<file path="config.mk">
export PLATFORM = sky130hd
export DESIGN_NAME = exe_mem_reg
export DESIGN_NICKNAME = d
export VERILOG_FILES = /design/src/rtl/exe_mem_reg.sv
export SDC_FILE = /design/constraint.sdc
export NUM_CORES = 1
export LEC_CHECK = 0
export CELL_PAD_IN_SITES_DETAIL_PLACEMENT = 0
export CELL_PAD_IN_SITES_GLOBAL_PLACEMENT = 1
export CORE_MARGIN = 5
export CORE_UTILIZATION = 29
export CTS_BUF_LIST = sky130_fd_sc_hd__clkbuf_8 sky130_fd_sc_hd__clkbuf_16
export DETAILED_ROUTE_END_ITERATION = 8
export PLACE_DENSITY = 0.78
export SYNTH_ARGS = -nofsm -noshare
export SYNTH_HDL_FRONTEND = slang
export SYNTH_SLANG_ARGS = --single-unit
</file>
<file path="constraint.sdc">
create_clock -name clk -period 1.65 [get_ports clk]
set_clock_uncertainty 0.05 [all_clocks]
set_input_delay 0.495 -clock clk [delete_from_list [all_inputs] [get_ports clk]]
set_output_delay 0.495 -clock clk [all_outputs]
set_load 0.02 [all_outputs]
</file>
<file path="src/rtl/exe_mem_reg.sv">
// EX/MEM pipeline register.
// Holds the EX result, store data, destination and memory controls for the memory stage.
// Freezes while a held memory op waits on Ready, and keeps stall statistics for debug.
module exe_mem_reg #(
   parameter int unsigned CNT_W   = 8,
   parameter int unsigned TIMEOUT = 200
) (
   input  logic             clk,
   input  logic             rst,
   input  logic             valid_in,
   input  logic             WB_EN_in,
   input  logic             MEM_R_EN_in,
   input  logic             MEM_W_EN_in,
   input  logic [31:0]      ALU_res_in,
   input  logic [31:0]      Val_Rm_in,
   input  logic [3:0]       Dest_in,
   input  logic             mem_ready,
   output logic             valid,
   output logic             WB_EN,
   output logic             MEM_R_EN,
   output logic             MEM_W_EN,
   output logic [31:0]      ALU_res,
   output logic [31:0]      Val_Rm,
   output logic [3:0]       Dest,
   output logic             freeze,
   output logic [CNT_W-1:0] stall_cnt,
   output logic [31:0]      total_stalls,
   output logic             timeout,
   output logic             protocol_err
);

   localparam logic [CNT_W-1:0] CntMax     = '1;
   localparam logic [CNT_W-1:0] CntOne     = CNT_W'(1);
   // Value of the counter on the edge that makes it reach TIMEOUT
   localparam logic [CNT_W-1:0] TimeoutPre = CNT_W'(TIMEOUT - 1);

   logic             r_valid;
   logic             r_wb_en;
   logic             r_mem_r_en;
   logic             r_mem_w_en;
   logic [31:0]      r_alu_res;
   logic [31:0]      r_val_rm;
   logic [3:0]       r_dest;
   logic [CNT_W-1:0] r_stall_cnt;
   logic [31:0]      r_total_stalls;
   logic             r_timeout;
   logic             r_protocol_err;

   logic             w_mem_op;
   logic             w_freeze;
   logic             w_illegal;

   // Freeze only when a real memory op is held and memory is not ready
   always_comb begin
      w_mem_op  = r_mem_r_en | r_mem_w_en;
      w_freeze  = r_valid & w_mem_op & ~mem_ready;
      w_illegal = valid_in & MEM_R_EN_in & MEM_W_EN_in;
   end

   // Payload and controls: load on advance, hold on freeze; bubbles carry no enables
   always_ff @(posedge clk or negedge rst) begin
      if (!rst) begin
         r_valid    <= 1'b0;
         r_wb_en    <= 1'b0;
         r_mem_r_en <= 1'b0;
         r_mem_w_en <= 1'b0;
         r_alu_res  <= 32'd0;
         r_val_rm   <= 32'd0;
         r_dest     <= 4'd0;
      end else if (!w_freeze) begin
         r_valid    <= valid_in;
         r_wb_en    <= WB_EN_in & valid_in;
         // Simultaneous read and write: the write wins
         r_mem_r_en <= MEM_R_EN_in & valid_in & ~MEM_W_EN_in;
         r_mem_w_en <= MEM_W_EN_in & valid_in;
         r_alu_res  <= ALU_res_in;
         r_val_rm   <= Val_Rm_in;
         r_dest     <= Dest_in;
      end
   end

   // Stall statistics: saturating run length, wrapping total, sticky watchdog
   always_ff @(posedge clk or negedge rst) begin
      if (!rst) begin
         r_stall_cnt    <= '0;
         r_total_stalls <= 32'd0;
         r_timeout      <= 1'b0;
      end else if (w_freeze) begin
         if (r_stall_cnt != CntMax) begin
            r_stall_cnt <= r_stall_cnt + CntOne;
         end
         r_total_stalls <= r_total_stalls + 32'd1;
         if (r_stall_cnt == TimeoutPre) begin
            r_timeout <= 1'b1;
         end
      end else begin
         r_stall_cnt <= '0;
      end
   end

   // Sticky flag for an illegal read+write captured into the register
   always_ff @(posedge clk or negedge rst) begin
      if (!rst) begin
         r_protocol_err <= 1'b0;
      end else if (!w_freeze && w_illegal) begin
         r_protocol_err <= 1'b1;
      end
   end

   // Output mapping
   always_comb begin
      valid        = r_valid;
      WB_EN        = r_wb_en;
      MEM_R_EN     = r_mem_r_en;
      MEM_W_EN     = r_mem_w_en;
      ALU_res      = r_alu_res;
      Val_Rm       = r_val_rm;
      Dest         = r_dest;
      freeze       = w_freeze;
      stall_cnt    = r_stall_cnt;
      total_stalls = r_total_stalls;
      timeout      = r_timeout;
      protocol_err = r_protocol_err;
   end

endmodule

</file>
**Yosys cells after proc, flatten, opt, wreduce, memory -nomap -nowiden**

Index checks and enable logic that the tools add are counted.

- Input bits: 75
- Register bits: 114
- Output and inout port bits: 115

- Multiplexer cells: 2
- Reduce and logical (&&, ||, !) cells: 3
- Bitwise logic cells: 10
- Add/subtract/negate cells: 2
- Equal/unequal tests: 3

Operators with widths:

| cell | count |
|---|---|
| 32-bit by 1-bit adder with 32-bit output (second input constant) | 1 |
| 8-bit two-way mux | 2 |
| 8-bit by 1-bit adder with 8-bit output (second input constant) | 1 |
| 8-bit == test (second input constant) | 1 |
| 8-bit inequality test (second input constant) | 1 |
| 1-bit bitwise AND | 7 |
| 2-bit by 1-bit inequality test with 1-bit output (second input constant) | 1 |
| 1-bit inverter | 2 |
| 2-bit AND reduction | 1 |
| 1-bit logical AND | 1 |
| 1-bit zero test | 1 |
| 1-bit OR | 1 |

**Longest topological paths before layout**

- Depth after elaboration: 5
- Mapped depth: 8
- Mapped depth without buffers: 5

**Least setup slack after synthesis**

OpenSTA, ideal clock, no wires.

- Kind: input to output
- Start point: input port mem_ready
- End point: output port freeze
- Required time: 1.105 ns
- Data arrival time: 1.353 ns
- Cell stages on the path: 5
- Buffers on the path: 2
- Setup slack: -0.248 ns
- Cell sequence: nor2b_1 buf_2 nand2_2 inv_2 clkbuf_1

- Word-level cells in the longest chain between the ends: 2

Ends and longest elaborated chain:

| what | line | source |
|---|---|---|
| start, declared | 17 | `input logic mem_ready,` |
| 1-bit inverter | 56 | `w_freeze = r_valid & w_mem_op & ~mem_ready;` |
| 1-bit bitwise AND | 56 |  |
| end, declared | 25 | `output logic freeze,` |

No other way between the ends.

**Final worst setup path**

- Start point: register r_mem_r_en (netlist: MEM_R_EN)
- End point: output port freeze

- Word-level cells in the longest chain between the ends: 3

Ends and longest elaborated chain:

| what | line | source |
|---|---|---|
| start, declared | 39 | `logic r_mem_r_en;` |
| start signal, assigned | 74 | `r_mem_r_en <= MEM_R_EN_in & valid_in & ~MEM_W_EN_in;` |
| 1-bit OR | 55 | `w_mem_op = r_mem_r_en \| r_mem_w_en;` |
| 1-bit bitwise AND (2 in a row) | 56 |  |

No other way between the ends.

==> summary.txt <==
Outcome
  • Result of the run: finished with violations
  • Failing checks: negative setup slack

Yosys
  • Syn Inst Count: 488
  • Synth Register Bits: 114
  • Count leader, synth: nand2_1
  • Commonest cells post-synth: nand2_1, dfrtp_1, xor2_1, nor3_1, nand3_1
  • Synthesized area: 0.004728 mm2
  • Register area share after synthesis: 60.33%
  • Predominant post-synthesis flop cell: dfrtp_1
  • Async set or reset register ratio after synthesis: 100.0%
  • Yosys top cell by area: dfrtp_1
  • Top cells by area, synth: dfrtp_1, nand2_1, xor2_1
  • Average size of a mapped cell: 9.689 um2
  • Synth top area share: 60.33%
  • Synth cell types: 37
  • EDFF count, synth: 0
  • Synth warnings: 0
  • Syn Nets: 565

STA
  • Fin crit share: 111.5%
  • Hold WS: 411.4 ps
  • Slew at the pin closest to its max-slew limit: 480.5 ps
  • Slew HR: 67.96%
  • Max Clk Rate: 0.5438 GHz
  • Final setup fails: 1
  • Final worst slack: -189.0 ps
  • Period minus WS final: 1839 ps
  • Setup_tns: -189.0 ps
  • Slew Limit Fails: 0
  • RSZ-0062 raised after global routing: true
  • Final Hold Viols: 0

Placed design
  • Port buffer count: 189
  • Cells after DPL: 907
  • Dpl ws: -878.6 ps
  • Detailed Place HPWL: 9841 um
  • GP Congestion: 0.8068

Setup path
  • Slowest stage delay, CP: 390 ps
  • Setup crit end kind: output pin
  • CP cell instances: or2_4, nand2_4, inv_4, buf_6
  • Required time worst endpoint: 1100 ps
  • Max FO, Critical Path: 2
  • Startpoint Class: flop
  • Slowest CP cell: dfrtp_2
  • Crit path DAT: 1290 ps
  • CP Class: reg2out

Floorplanning
  • I/O Pins: 190
  • Core ar.: 0.01594 mm2
  • Row count: 46
  • Die ar.: 0.01896 mm2
  • Die H: 137.7 um
  • Initial Util: 29.66%
  • Die W: 137.7 um

Global route
  • Antenna violations before repair: 1
  • Pin count of the biggest net entering global routing: 82
  • Vias in the first global route: 4303
  • Global-route wire length before repair: 21910 um
  • Total track usage: 14.95%
  • Grt ovf: 0

Layout
  • Final layout net count: 798
  • Filler cell count: 1510
  • Non-Filler Instances: 948
  • Layout cells sized above 1: 29.37%
  • Inserted Diodes: 0
  • Area growth syn-to-layout: 62.08%
  • Post-layout util: 48.07%

Clock network
  • CTS root buf: clkbuf_16
  • # H-tree levels: 4
  • CTS Buffer Depth: 2
  • Clk slew on worst S/H paths: 50 ps
  • CTS Sinks: 114
  • Worst skew pair latency: 400 ps
  • Total CTS buffers: 17
  • TritonCTS clock tree: built

Routing
  • Via count: 4139
  • Routed Antenna Nets: 0
  • DRC viols: 0
  • DR WL/cell: 14.61 um
  • Overall routed net length: 13850 um
  • Vias/cell: 4.366
  • DR iter-0 viols: 149
  • Drt pass-1 iters: 4

Power and ir drop
  • Leakage power: 3.871 nW
  • Pwr dens: 1065 mW/mm2
  • Max IR drop VDD: 0.0007118 V

Run
  • Max-Cap Viols: 0

Hold path
  • Worst min path class: reg2reg
## report_power, final
part	switching (mW)	leakage [nW]	internal [mW]	total (mW)
Clock	1.20	0.310	2.49	3.69
Combinational	0.728	2.17	0.593	1.32
Sequential	0.136	1.40	3.01	3.15
## cell families (layout without fill, tap and decap cells)
logic type | after synthesis | count (layout) | share of synthesized area [%]
AO/OA/AOI/OAI | 8 | 8 | 1.323
XOR/XNOR | 32 | 32 | 5.928
adder cells (fa/ha/maj) | 2 | 2 | 0.5292
buffers and inverters | 27 | 270 | 2.382
flip-flops | 114 | 114 | 60.33
multiplexers | 3 | 3 | 0.6351
AND/OR/NAND/NOR | 302 | 303 | 28.87
## stage by stage
stage                     power [mW]  area [um2]
after floorplan                3.765        4755
after global placement         4.598        7101
after detailed placement       4.626        7101
after CTS                      8.315        7814
after global routing           8.567        7664
final                          8.159        7664
## cell usage in the layout (no fill, tap or decap), drive strengths merged, types with 3 or more instances in the layout
cell,n
nor3,17
nand2,226
clkdlybuf4s50,72
buf,68
nor4,7
and4,6
dfrtp,114
and2,3
inv,12
nand4,7
nand3,17
and3,4
bufinv,3
xnor2,11
clkdlybuf4s15,51
clkbuf,60
nor2,11
mux2i,3
xor2,21
## worst max-delay path: cells and delay by family (launching register included)
family / cells / cell delay (ps)
buffers and inverters: 2 / 160
DFF: 1 / 390
and+or+nand+nor: 2 / 340
## path summary, 6_finish.rpt
check	slack (ps)	cells after the start	endpoint	startpoint
max reg2reg	60	5	total_stalls[24]	total_stalls[0]
max	-190	4	freeze	MEM_R_EN
min	410	2	Val_Rm[7]	Val_Rm[7]
min in group asynchronous	430	2	ALU_res[8]	rst
max in group asynchronous	630	3	Dest[2]	rst
min reg2reg	410	2	Val_Rm[7]	Val_Rm[7]
## final cells by class
| class | count | area [um2] | share of cell area (%) |
|---|---|---|---|
| Timing Repair Buffer | 232 | 2038 | 26.60 |
| Sequential cell | 114 | 2858 | 37.29 |
| Clock buffer | 21 | 480.5 | 6.269 |
| Inverter | 8 | 32.53 | 0.4245 |
| Tap cell | 216 | 270.3 | 3.527 |
| Clock inverter | 9 | 115.1 | 1.502 |
| Multi-Input combinational cell | 348 | 1869 | 24.39 |
## registers in the layout (all words and copies together) (netlist names)
name,flops
timeout,1
Dest,4
protocol_err,1
valid,1
stall_cnt,8
MEM_R_EN,1
total_stalls,32
MEM_W_EN,1
WB_EN,1
ALU_res,32
Val_Rm,32
## per-layer routing
layer	part of all wire, %	track usage, %	vias to the layer above
met5	0.079	0	-
li1	-	-	2028
met3	9.4	6.830	15
met1	40	17.69	1963
met4	1.3	5.434	2
met2	49	23.94	131
## timing repair
item / CTS / global route
pin swaps: 2 / 5
resized for setup: 335 / 72
cloned: 0 / 1
endpoints found under the hold margin: 8 / 0
endpoints found under the setup margin: 223 / 147
buffers inserted: 9 / 1
hold buffers: 1 / 0
(Power assumes the default switching activity.)
